$ cat config.mk
export PLATFORM = sky130hd
export DESIGN_NAME = mc_controller_flat
export DESIGN_NICKNAME = d
export VERILOG_FILES = /design/src/rtl/mc_pkg.sv /design/src/rtl/mc_controller_if.sv /design/src/rtl/alu_decoder.sv /design/src/rtl/mc_controller.sv /design/src/flat_wrapper.sv
export SDC_FILE = /design/constraint.sdc
export NUM_CORES = 1
export LEC_CHECK = 0
export CAP_MARGIN = 20
export CORE_AREA = 2 2 71 73
export CTS_BUF_LIST = sky130_fd_sc_hd__clkbuf_16
export DETAILED_ROUTE_END_ITERATION = 6
export DIE_AREA = 0 0 73 75
export PLACE_DENSITY = 0.59
export SYNTH_ARGS = -nofsm -noshare
export SYNTH_HDL_FRONTEND = slang
export SYNTH_SLANG_ARGS = --single-unit
$ cat constraint.sdc
create_clock -name clk -period 3.6 [get_ports clk]
set_input_delay 1.08 -clock clk [delete_from_list [all_inputs] [get_ports clk]]
set_output_delay 1.08 -clock clk [all_outputs]
set_load 0.02 [all_outputs]
$ cat src/rtl/mc_pkg.sv
// Shared types and constants for the multi-cycle MIPS control unit.
package mc_pkg;

    // Controller states; encodings are visible on the debug state output.
    typedef enum logic [3:0] {
        StFetch  = 4'd0,
        StDecode = 4'd1,
        StMemAdr = 4'd2,
        StMemRd  = 4'd3,
        StMemWb  = 4'd4,
        StMemWr  = 4'd5,
        StExec   = 4'd6,
        StAluWb  = 4'd7,
        StBranch = 4'd8,
        StJump   = 4'd9,
        StAddiEx = 4'd10,
        StAddiWb = 4'd11
    } state_e;

    // Instruction class latched in DECODE.
    typedef enum logic [2:0] {
        ClsNone,
        ClsRtype,
        ClsLw,
        ClsSw,
        ClsBeq,
        ClsBne,
        ClsAddi,
        ClsJump
    } class_e;

    // ALU operation codes.
    localparam logic [3:0] AluAdd = 4'b0000;
    localparam logic [3:0] AluSub = 4'b0001;
    localparam logic [3:0] AluAnd = 4'b0010;
    localparam logic [3:0] AluOr  = 4'b0011;
    localparam logic [3:0] AluSlt = 4'b0110;

    // Opcodes.
    localparam logic [5:0] OpRtype = 6'b000000;
    localparam logic [5:0] OpLw    = 6'b100011;
    localparam logic [5:0] OpSw    = 6'b101011;
    localparam logic [5:0] OpBeq   = 6'b000100;
    localparam logic [5:0] OpBne   = 6'b000101;
    localparam logic [5:0] OpAddi  = 6'b001000;
    localparam logic [5:0] OpJ     = 6'b000010;

    // R-type funct codes.
    localparam logic [5:0] FnAdd = 6'b100000;
    localparam logic [5:0] FnSub = 6'b100010;
    localparam logic [5:0] FnAnd = 6'b100100;
    localparam logic [5:0] FnOr  = 6'b100101;
    localparam logic [5:0] FnSlt = 6'b101010;

    // ALU B operand selects.
    localparam logic [1:0] SrcBReg   = 2'b00;
    localparam logic [1:0] SrcBFour  = 2'b01;
    localparam logic [1:0] SrcBImm   = 2'b10;
    localparam logic [1:0] SrcBImmSh = 2'b11;

    // Next-PC selects.
    localparam logic [1:0] PcSrcAlu    = 2'b00;
    localparam logic [1:0] PcSrcAluOut = 2'b01;
    localparam logic [1:0] PcSrcJump   = 2'b10;

    // Registered (state-decoded) control outputs.
    typedef struct packed {
        logic       iord;
        logic       mem_read;
        logic       mem_write;
        logic       reg_dst;
        logic       mem_to_reg;
        logic       reg_write;
        logic       alu_src_a;
        logic [1:0] alu_src_b;
        logic [1:0] pc_source;
        logic [3:0] alu_op;
    } ctrl_t;

    // Control word for a given state; rtype_op is the latched funct mapping.
    function automatic ctrl_t ctrl_for(state_e st, logic [3:0] rtype_op);
        ctrl_t c;
        c        = '0;
        c.alu_op = AluAdd;
        case (st)
            StFetch: begin
                c.mem_read  = 1'b1;
                c.alu_src_b = SrcBFour;
                c.pc_source = PcSrcAlu;
            end
            StDecode: c.alu_src_b = SrcBImmSh;
            StMemAdr: begin
                c.alu_src_a = 1'b1;
                c.alu_src_b = SrcBImm;
            end
            StMemRd: begin
                c.mem_read = 1'b1;
                c.iord     = 1'b1;
            end
            StMemWb: begin
                c.reg_write  = 1'b1;
                c.mem_to_reg = 1'b1;
            end
            StMemWr: begin
                c.mem_write = 1'b1;
                c.iord      = 1'b1;
            end
            StExec: begin
                c.alu_src_a = 1'b1;
                c.alu_src_b = SrcBReg;
                c.alu_op    = rtype_op;
            end
            StAluWb: begin
                c.reg_write = 1'b1;
                c.reg_dst   = 1'b1;
            end
            StBranch: begin
                c.alu_src_a = 1'b1;
                c.alu_src_b = SrcBReg;
                c.alu_op    = AluSub;
                c.pc_source = PcSrcAluOut;
            end
            StJump:   c.pc_source = PcSrcJump;
            StAddiEx: begin
                c.alu_src_a = 1'b1;
                c.alu_src_b = SrcBImm;
            end
            StAddiWb: c.reg_write = 1'b1;
            default:  c.alu_op = AluAdd;
        endcase
        return c;
    endfunction

endpackage

$ cat src/rtl/mc_controller_if.sv
// Control-unit bus: instruction fields and status in, datapath controls out.
interface mc_controller_if;
    logic [5:0] opcode;
    logic [5:0] funct;
    logic       zero;
    logic       mem_ready;
    logic       pc_en;
    logic       iord;
    logic       mem_read;
    logic       mem_write;
    logic       ir_write;
    logic       reg_dst;
    logic       mem_to_reg;
    logic       reg_write;
    logic       alu_src_a;
    logic [1:0] alu_src_b;
    logic [1:0] pc_source;
    logic [3:0] alu_op;
    logic       illegal;
    logic [3:0] state;

    // Controller side.
    modport master (
        input  opcode, funct, zero, mem_ready,
        output pc_en, iord, mem_read, mem_write, ir_write, reg_dst, mem_to_reg,
               reg_write, alu_src_a, alu_src_b, pc_source, alu_op, illegal, state
    );

    // Datapath side.
    modport slave (
        output opcode, funct, zero, mem_ready,
        input  pc_en, iord, mem_read, mem_write, ir_write, reg_dst, mem_to_reg,
               reg_write, alu_src_a, alu_src_b, pc_source, alu_op, illegal, state
    );
endinterface

$ cat src/rtl/alu_decoder.sv
// R-type funct to ALU operation mapping, flagging unsupported funct codes.
module alu_decoder
    import mc_pkg::*;
(
    input  logic [5:0] funct,
    output logic [3:0] alu_op,
    output logic       invalid
);

    // Combinational funct lookup; unknown codes fall back to ADD and flag invalid.
    always_comb begin
        alu_op  = AluAdd;
        invalid = 1'b0;
        case (funct)
            FnAdd:   alu_op = AluAdd;
            FnSub:   alu_op = AluSub;
            FnAnd:   alu_op = AluAnd;
            FnOr:    alu_op = AluOr;
            FnSlt:   alu_op = AluSlt;
            default: invalid = 1'b1;
        endcase
    end

endmodule

$ cat src/rtl/mc_controller.sv
// Multi-cycle MIPS control FSM. State-decoded controls are registered alongside
// the state; only pc_en, ir_write and illegal are combinational.
module mc_controller
    import mc_pkg::*;
#(
    parameter int unsigned ADDR_W = 32
) (
    input logic             clk,
    input logic             rst_n,
    mc_controller_if.master bus
);

    if (ADDR_W == 0) begin : g_bad_width
        $error("ADDR_W must be non-zero");
    end

    state_e     state_q, state_d;
    class_e     cls_q, cls_d, live_cls;
    logic [3:0] rop_q, rop_d;
    ctrl_t      ctrl_q;
    logic [3:0] dec_op;
    logic       dec_invalid;
    logic       br_take;

    alu_decoder u_alu_decoder (
        .funct   (bus.funct),
        .alu_op  (dec_op),
        .invalid (dec_invalid)
    );

    // Classify the live instruction; only consumed while in DECODE.
    always_comb begin
        live_cls = ClsNone;
        case (bus.opcode)
            OpRtype: live_cls = dec_invalid ? ClsNone : ClsRtype;
            OpLw:    live_cls = ClsLw;
            OpSw:    live_cls = ClsSw;
            OpBeq:   live_cls = ClsBeq;
            OpBne:   live_cls = ClsBne;
            OpAddi:  live_cls = ClsAddi;
            OpJ:     live_cls = ClsJump;
            default: live_cls = ClsNone;
        endcase
    end

    // Next state and latched instruction class.
    always_comb begin
        state_d = state_q;
        cls_d   = cls_q;
        rop_d   = rop_q;
        case (state_q)
            StFetch: if (bus.mem_ready) state_d = StDecode;
            StDecode: begin
                cls_d = live_cls;
                rop_d = dec_op;
                case (live_cls)
                    ClsLw, ClsSw:   state_d = StMemAdr;
                    ClsRtype:       state_d = StExec;
                    ClsBeq, ClsBne: state_d = StBranch;
                    ClsJump:        state_d = StJump;
                    ClsAddi:        state_d = StAddiEx;
                    default:        state_d = StFetch;
                endcase
            end
            StMemAdr: state_d = (cls_q == ClsSw) ? StMemWr : StMemRd;
            StMemRd:  if (bus.mem_ready) state_d = StMemWb;
            StMemWr:  if (bus.mem_ready) state_d = StFetch;
            StExec:   state_d = StAluWb;
            StAddiEx: state_d = StAddiWb;
            default:  state_d = StFetch;
        endcase
    end

    // State, class and control word; reset aborts mid-instruction and drops strobes.
    always_ff @(posedge clk or negedge rst_n) begin
        if (!rst_n) begin
            state_q <= StFetch;
            cls_q   <= ClsNone;
            rop_q   <= AluAdd;
            ctrl_q  <= ctrl_for(StFetch, AluAdd);
        end else begin
            state_q <= state_d;
            cls_q   <= cls_d;
            rop_q   <= rop_d;
            ctrl_q  <= ctrl_for(state_d, rop_d);
        end
    end

    // Handshake- and flag-dependent outputs.
    always_comb begin
        br_take = 1'b0;
        if (cls_q == ClsBeq) begin
            br_take = bus.zero;
        end else if (cls_q == ClsBne) begin
            br_take = !bus.zero;
        end
        bus.ir_write = (state_q == StFetch) && bus.mem_ready;
        bus.pc_en    = ((state_q == StFetch) && bus.mem_ready) ||
                       (state_q == StJump) ||
                       ((state_q == StBranch) && br_take);
        bus.illegal  = (state_q == StDecode) && (live_cls == ClsNone);
    end

    assign bus.iord       = ctrl_q.iord;
    assign bus.mem_read   = ctrl_q.mem_read;
    assign bus.mem_write  = ctrl_q.mem_write;
    assign bus.reg_dst    = ctrl_q.reg_dst;
    assign bus.mem_to_reg = ctrl_q.mem_to_reg;
    assign bus.reg_write  = ctrl_q.reg_write;
    assign bus.alu_src_a  = ctrl_q.alu_src_a;
    assign bus.alu_src_b  = ctrl_q.alu_src_b;
    assign bus.pc_source  = ctrl_q.pc_source;
    assign bus.alu_op     = ctrl_q.alu_op;
    assign bus.state      = state_q;

endmodule

$ cat src/flat_wrapper.sv
// flat-port wrapper written by rule: the top's interface ports become plain ports
module mc_controller_flat import mc_pkg::*;
#(
    parameter int unsigned ADDR_W = 32
)
  (clk, rst_n, bus_opcode, bus_funct, bus_zero, bus_mem_ready, bus_pc_en, bus_iord, bus_mem_read, bus_mem_write, bus_ir_write, bus_reg_dst, bus_mem_to_reg, bus_reg_write, bus_alu_src_a, bus_alu_src_b, bus_pc_source, bus_alu_op, bus_illegal, bus_state);
  mc_controller_if bus_i ();
  input logic clk;
  input logic rst_n;
  input wire logic [$bits(bus_i.opcode)-1:0] bus_opcode;
  input wire logic [$bits(bus_i.funct)-1:0] bus_funct;
  input wire logic [$bits(bus_i.zero)-1:0] bus_zero;
  input wire logic [$bits(bus_i.mem_ready)-1:0] bus_mem_ready;
  output wire logic [$bits(bus_i.pc_en)-1:0] bus_pc_en;
  output wire logic [$bits(bus_i.iord)-1:0] bus_iord;
  output wire logic [$bits(bus_i.mem_read)-1:0] bus_mem_read;
  output wire logic [$bits(bus_i.mem_write)-1:0] bus_mem_write;
  output wire logic [$bits(bus_i.ir_write)-1:0] bus_ir_write;
  output wire logic [$bits(bus_i.reg_dst)-1:0] bus_reg_dst;
  output wire logic [$bits(bus_i.mem_to_reg)-1:0] bus_mem_to_reg;
  output wire logic [$bits(bus_i.reg_write)-1:0] bus_reg_write;
  output wire logic [$bits(bus_i.alu_src_a)-1:0] bus_alu_src_a;
  output wire logic [$bits(bus_i.alu_src_b)-1:0] bus_alu_src_b;
  output wire logic [$bits(bus_i.pc_source)-1:0] bus_pc_source;
  output wire logic [$bits(bus_i.alu_op)-1:0] bus_alu_op;
  output wire logic [$bits(bus_i.illegal)-1:0] bus_illegal;
  output wire logic [$bits(bus_i.state)-1:0] bus_state;
  assign bus_i.opcode = bus_opcode;
  assign bus_i.funct = bus_funct;
  assign bus_i.zero = bus_zero;
  assign bus_i.mem_ready = bus_mem_ready;
  assign bus_pc_en = bus_i.pc_en;
  assign bus_iord = bus_i.iord;
  assign bus_mem_read = bus_i.mem_read;
  assign bus_mem_write = bus_i.mem_write;
  assign bus_ir_write = bus_i.ir_write;
  assign bus_reg_dst = bus_i.reg_dst;
  assign bus_mem_to_reg = bus_i.mem_to_reg;
  assign bus_reg_write = bus_i.reg_write;
  assign bus_alu_src_a = bus_i.alu_src_a;
  assign bus_alu_src_b = bus_i.alu_src_b;
  assign bus_pc_source = bus_i.pc_source;
  assign bus_alu_op = bus_i.alu_op;
  assign bus_illegal = bus_i.illegal;
  assign bus_state = bus_i.state;
  mc_controller #(.ADDR_W(ADDR_W)) u_core (.clk(clk), .rst_n(rst_n), .bus(bus_i));
endmodule
==> results of run 1 <==
[stage by stage]
stage / setup TNS (ns) / instance area [sq um] / cells / hold WS, ns
final: 0 / 2080 / 257 / 0.494
after floorplan: 0 / 1370 / 143 / 0.445
after global routing: 0 / 2080 / 257 / 0.534
after detailed placement: -1.20 / 1970 / 253 / 0.483
after global placement: -1.13 / 1970 / 253 / 0.463
after CTS: -0.0204 / 2050 / 257 / 0.497
[power breakdown]
part | switching, mW | leakage (nW) | total (mW) | internal (mW)
clock network | 0.0936 | 0.0423 | 0.242 | 0.148
registers | 0.0241 | 0.333 | 0.361 | 0.337
logic | 0.266 | 0.594 | 0.508 | 0.241
total | 0.384 | 0.970 | 1.11 | 0.727
[worst register-to-register path: stages (launching register included)]
cell	delay, ns
dfrtp_1	0.38
buf_4	0.19
or4b_4	0.62
or3_1	0.36
o22a_2	0.27
o31ai_2	0.24
[placed cells by master, fill, tap and decap left out, types with 2 or more instances in the layout]
cell	instances
a21oi_1	4
nand2b_1	4
dlymetal6s2s_1	3
o21ai_0	10
mux2i_1	2
or3_1	3
and3_1	4
o21a_1	2
o31ai_2	2
dfrtp_1	23
nand3_1	2
nor4b_1	6
dfstp_2	2
nor2_1	6
o22a_1	2
and3b_1	3
nor3_1	5
buf_4	28
nor3b_1	6
a31oi_1	3
o211a_1	3
clkbuf_16	3
inv_1	7
nand2_1	12
xor2_1	2
clkdlybuf4s50_1	30
[layout make-up]
cell class                 count  area (sq um)
multi-input combinational    104           707
timing repair buffer          64           573
clock buffer                   3          75.1
sequential                    25           628
inverter                       6          22.5
fill                         434          2580
clock inverter                 1          3.75
tap                           54          67.6
[cells in the mapped netlist, types with 2 or more instances]
| master | count | share of area, % |
|---|---|---|
| nor3_1 | 7 | 2.6 |
| nand2b_1 | 4 | 1.8 |
| o211a_1 | 3 | 2.2 |
| a31oi_1 | 3 | 1.4 |
| and3b_1 | 3 | 1.9 |
| nor4b_1 | 7 | 4.5 |
| o31ai_2 | 2 | 1.8 |
| nand2_1 | 12 | 3.3 |
| and3_1 | 4 | 1.8 |
| xor2_1 | 2 | 1.3 |
| o21ai_0 | 11 | 4.0 |
| nor2_1 | 6 | 1.6 |
| nand3_1 | 2 | 0.73 |
| nor3b_1 | 6 | 3.3 |
| a21oi_1 | 4 | 1.5 |
| inv_1 | 6 | 1.6 |
| clkbuf_1 | 5 | 1.4 |
| mux2i_1 | 2 | 1.5 |
| nor2b_1 | 2 | 0.91 |
| dfstp_2 | 2 | 3.8 |
| buf_2 | 2 | 0.73 |
| or3_1 | 3 | 1.4 |
| o22a_1 | 2 | 1.3 |
| o21a_1 | 2 | 1.1 |
| dfrtp_1 | 23 | 42 |
[metal layers]
metal | vias up | GRT usage (%) | share of wire, %
li1 | 642 | - | -
met1 | 595 | 14.1 | 43
met2 | 37 | 25.0 | 51
met3 | 5 | 1.74 | 3.9
met4 | 0 | 7.20 | 2.1
met5 | - | 0 | 0
[worst paths after layout]
path	start	endpoint	cells after the start
min	u_core.rop_q[2]	u_core.rop_q[2]	2
max in group asynchronous	rst_n	u_core.bus.alu_src_b[0]	2
max	bus_mem_ready	bus_pc_en	6
max reg2reg	u_core.bus.state[1]	u_core.bus.alu_op[0]	5
min in group asynchronous	rst_n	u_core.bus.state[1]	2
min reg2reg	u_core.rop_q[2]	u_core.rop_q[2]	2
[kinds of logic after synthesis]
logic type      Yosys count  share of synthesized area, %
simple gates             63                          28.2
flops                    25                          45.8
xor+xnor                  2                          1.28
other cells               1                         0.273
mux                       2                          1.46
compound gates           36                          18.5
buf+inv                  14                          4.56
[repair_timing]
action                                  in CTS  in global routing
buffers inserted                             0                  0
endpoints found under the setup margin       3                  2
resized for setup                           15                  8
pin swaps                                    0                  1
==> summary.md, run 1 <==
| Metric | Value |
|---|---|
| Setup WS post-layout | 0.0701 ns |
| WL/cell | 13.1 um |
| Core footprint | 0.00466 sq mm |
| Chip height | 75 um |
| Crit path max fanout | 3 |
| Register area share after synthesis | 45.8% |
| Syn Inst Count | 143 |
| Top_reg_cell synth | dfrtp_1 |
| Initial Util | 29.4% |
| Pleak | 0.970 nW |
| CTS tree | built |
| Horiz. Die Dim | 73 um |
| Clock sink count | 25 |
| Number of cell rows | 25 |
| CP top delay family | buffers and inverters |
| Max-cap viol count | 0 |
| Slew HR | 64.0% |
| GRT Total Usage | 13.2% |
| CP Cell Sequence | clkdlybuf4s50_1 > inv_1 > or3_1 > o22a_1 > nor2_1 > buf_2 |
| DR iter-0 viols | 89 |
| Worst setup SP type | input port |
| Crit end category | primary output |
| CP max-delay cell | clkdlybuf4s50_1 |
| Input/output buffers | 37 |
| Antenna violations before repair | 0 |
| Power consumption | 1.11 mW |
| Via count | 1,279 |
| Antenna-violating nets left | 0 |
| FF-to-FF setup slack | 1.45 ns |
| Worst vdd ir | 0.168 mV |
| Number of synthesized flops with an enable pin | 0 |
| WP data required | 2.52 ns |
| CTS H-tree depth | 1 |
| DP HPWL | 2600 um |
| Synth warnings | 0 |
| Pre-antenna DRT Iters | 4 |
| Hold Crit Class | reg2reg |
| Final period util | 98.1% |
| CTS Hold Bufs | 0 |
| Synthesized Nets | 159 |
| GPL Wtd Cong | 0.825 |
| Worst Tran Pin Value | 0.535 ns |
| Final setup fails | 0 |
| Worst Path Buf+Inv | 3 |
| Setup WS pre-CTS | -0.522 ns |
| Routed WL | 3360 um |
| Pwr per Cell Area | 535 mW/mm^2 |
| Die ar. | 0.00548 sq mm |
| Vias in the first global route | 1,345 |
| Max Freq | 283 MHz |
| Mapped Area | 0.00137 sq mm |
| Max-slew violation count | 0 |
| Outcome | finished, final reports clean |
| RSZ-0062 raised after global routing | false |
| Via/cell ratio | 4.98 |
| Final Skew | 0.00488 ns |
| Yosys reg bits | 25 |
| Final Util | 44.6% |
| Cell variety after synth | 43 |
| Async SR Flop Fraction | 100% |
| Worst-Skew Late Latency | 0.26 ns |
| Syn Area/Cell | 9.60 sq um |
| I/O pin count | 38 |
| Diode count | 0 |
| Largest net degree at the start of global routing | 26 |
| CTS Buf Count | 3 |
| Nets | 220 |
| Crit path time final | 3.53 ns |
| CTS Buffer Depth | 2 |
| Number of remaining DRC errors | 0 |
| Max stage delay on crit path | 0.48 ns |
| Final hold violation count | 0 |
| Setup CP Type | in2out |
| First-pass GRT wire length | 5580 um |
| CP Data Arrival Time | 2.45 ns |
| Clock root cell | clkbuf_16 |
| Area grow syn2layout | 51.3% |
| Clock transition at path regs | 0.06 ns |
| Total congestion overflow | 0 |
| Layout cells sized above 1 | 22.7% |
Power figures use the tool's default switching activity.
==> inputs of run 2 (changes only) <==
- CORE_AREA: 2 2 71 73 -> 2 2 60 62
- DIE_AREA: 0 0 73 75 -> 0 0 62 64
- PLACE_DENSITY: 0.59 -> 0.79
- clock period: 3.6 -> 2.9 ns (I/O delays scaled with it)
==> run 2 against run 1 <==
Clock power rose by 25%. Global-route usage rose by 7.1 points. Wire length rose by 11%. Sequential share of layout area fell by 1.3 points. Die area fell by 28%. Cell count fell by 0.39%. First-iteration DRC count rose by 9.0%. Non-clock buffer count rose by 7. Via count rose by 5.4%. Sequential power rose by 23%. Design area rose by 4.4%. Critical path type unchanged.
==> summary.md, run 2 (synthesis gave the netlist of run 1 again) <==
| Metric | Value |
|---|---|
| Outcome | finished, final reports clean |
| Layout cells sized above 1 | 31.0% |
| Fillcell total | 264 |
| Worst-Skew Late Latency | 0.26 ns |
| Setup TNS | 0 ns |
| GR Util met1 | 24.8% |
| Max-cap viol count | 0 |
| Horiz. Die Dim | 62 um |
| GPL Wtd Cong | 0.828 |
| I/O pin count | 38 |
| Antenna-violating nets left | 0 |
| DR iter-0 viols | 97 |
| Worst vdd ir | 0.259 mV |
| Pleak | 1.02 nW |
| GRT Total Usage | 20.4% |
| Via count | 1,348 |
| Setup CP Type | in2out |
| Routed WL | 3730 um |
| Setup WS pre-CTS | -0.816 ns |
| Worst setup SP type | input port |
| WP data required | 2.03 ns |
| CTS H-tree depth | 1 |
| Crit path time final | 2.86 ns |
| Diode count | 0 |
| CP max-delay cell | o211a_1 |
| Number of remaining DRC errors | 0 |
| Most frequent cells in the layout | buf_4, dfrtp_1, clkdlybuf4s50_1 |
| Input/output buffers | 37 |
| CTS Buffer Depth | 2 |
| Hold Crit Class | reg2reg |
| Pre-antenna DRT Iters | 4 |
| Largest net degree at the start of global routing | 26 |
| GR Util met2 | 34.0% |
| Worst Path Buf+Inv | 3 |
| RSZ-0062 raised after global routing | false |
| CTS Hold Bufs | 0 |
| CP Data Arrival Time | 1.99 ns |
| Via/cell ratio | 5.27 |
| GR peak layer | met2 |
| Final setup fails | 0 |
| Max Freq | 350 MHz |
| Vias in the first global route | 1,369 |
| Met3 global-route usage | 2.02% |
| CP top delay family | buffers and inverters |
| Chip height | 64 um |
| First-pass GRT wire length | 6110 um |
| Final hold violation count | 0 |
| Total congestion overflow | 0 |
| Antenna violations before repair | 0 |
| WL/cell | 14.6 um |
| Nets | 227 |
| Final period util | 98.5% |
| Clock sink count | 25 |
| Core footprint | 0.00328 sq mm |
| Clock root cell | clkbuf_16 |
| Clock transition at path regs | 0.06 ns |
| Most common cell after layout, fill and taps aside | buf_4 |
| CTS tree | built |
| Crit path max fanout | 5 |
| DP HPWL | 2700 um |
| Pwr per Cell Area | 660 mW/mm^2 |
| Power consumption | 1.43 mW |
| CP Cell Sequence | buf_2 > buf_4 > nor3_4 > nand2b_1 > o211a_1 > nor2b_4 > buf_6 |
| Max stage delay on crit path | 0.24 ns |
| Final Skew | 0.00114 ns |
| Area grow syn2layout | 58.0% |
| Initial Util | 41.8% |
| Max-slew violation count | 0 |
| Crit end category | primary output |
| CTS Buf Count | 3 |
| Number of cell rows | 21 |
| Die ar. | 0.00397 sq mm |
| Setup WS post-layout | 0.0444 ns |
==> run 2: cell types whose count changed in the layout (fill, tap and decap cells not counted), sizes merged <==
| cell | delta |
|---|---|
| buf | +11 |
| clkdlybuf4s15 | +1 |
| clkdlybuf4s50 | -10 |
| clkinv | +1 |
| dlygate4sd2 | +7 |
| dlymetal6s2s | -2 |
| inv | -1 |
==> run 2: path summary, 6_finish.rpt <==
kind                       slack [ns]  cells after the start                      end           startpoint
setup / recovery                 0.04                      7              bus_illegal        bus_opcode[5]
hold / removal                   0.50                      2          u_core.cls_q[1]      u_core.cls_q[1]
setup reg to reg                 0.75                      5     u_core.bus.alu_op[0]  u_core.bus.state[1]
hold reg to reg                  0.50                      2          u_core.cls_q[1]      u_core.cls_q[1]
max in group asynchronous        1.63                      2  u_core.bus.alu_src_b[0]                rst_n
min in group asynchronous        0.98                      2    u_core.bus.mem_to_reg                rst_n
==> run 2: layer usage <==
layer / up-vias / wire [um] / share of wire [%]
met5: - / 0 / 0
met3: 13 / 91 / 2.4
met1: 646 / 1500 / 40
met2: 37 / 2010 / 54
met4: 0 / 129 / 3.5
li1: 652 / - / -
==> run 2: metrics by stage <==
step	hold WS (ns)	cells	cell area [sq um]	utilization, %
after global placement	0.461	248	1990	60.5
after global routing	0.533	256	2170	66.0
final	0.501	256	2170	66.0
after CTS	0.506	254	2160	65.7
after detailed placement	0.492	248	1990	60.5
after floorplan	0.445	143	1380	-
==> run 2: layout make-up <==
type / count / area (sq um) / area share, %
clock buffers: 3 / 75.1 / 3.46
inverters: 6 / 22.5 / 1.04
multi-input cells: 104 / 774 / 35.7
flip-flops and latches: 25 / 628 / 29.0
clock inverters: 1 / 5.00 / 0.231
repair buffers: 71 / 606 / 27.9
well taps: 46 / 57.6 / 2.65
==> run 2: power breakdown <==
part           internal, mW  leakage, nW  switching [mW]
sequential            0.418        0.333          0.0251
clock                 0.186       0.0409           0.118
combinational         0.330        0.647           0.355
==> run 2: tightest hold or removal path: cells and delay by family (launching register included) <==
kind	cells	cell delay (ns)
and+or+nand+nor	1	0.05
AOI/OAI and AO/OA	1	0.06
DFF	1	0.36
==> run 2: timing repair <==
item                                    CTS  global route
endpoints found under the setup margin    3             2
setup buffers                             2             2
pin swaps                                10             7
endpoints found under the hold margin     0             0
gates resized for setup                  59             2
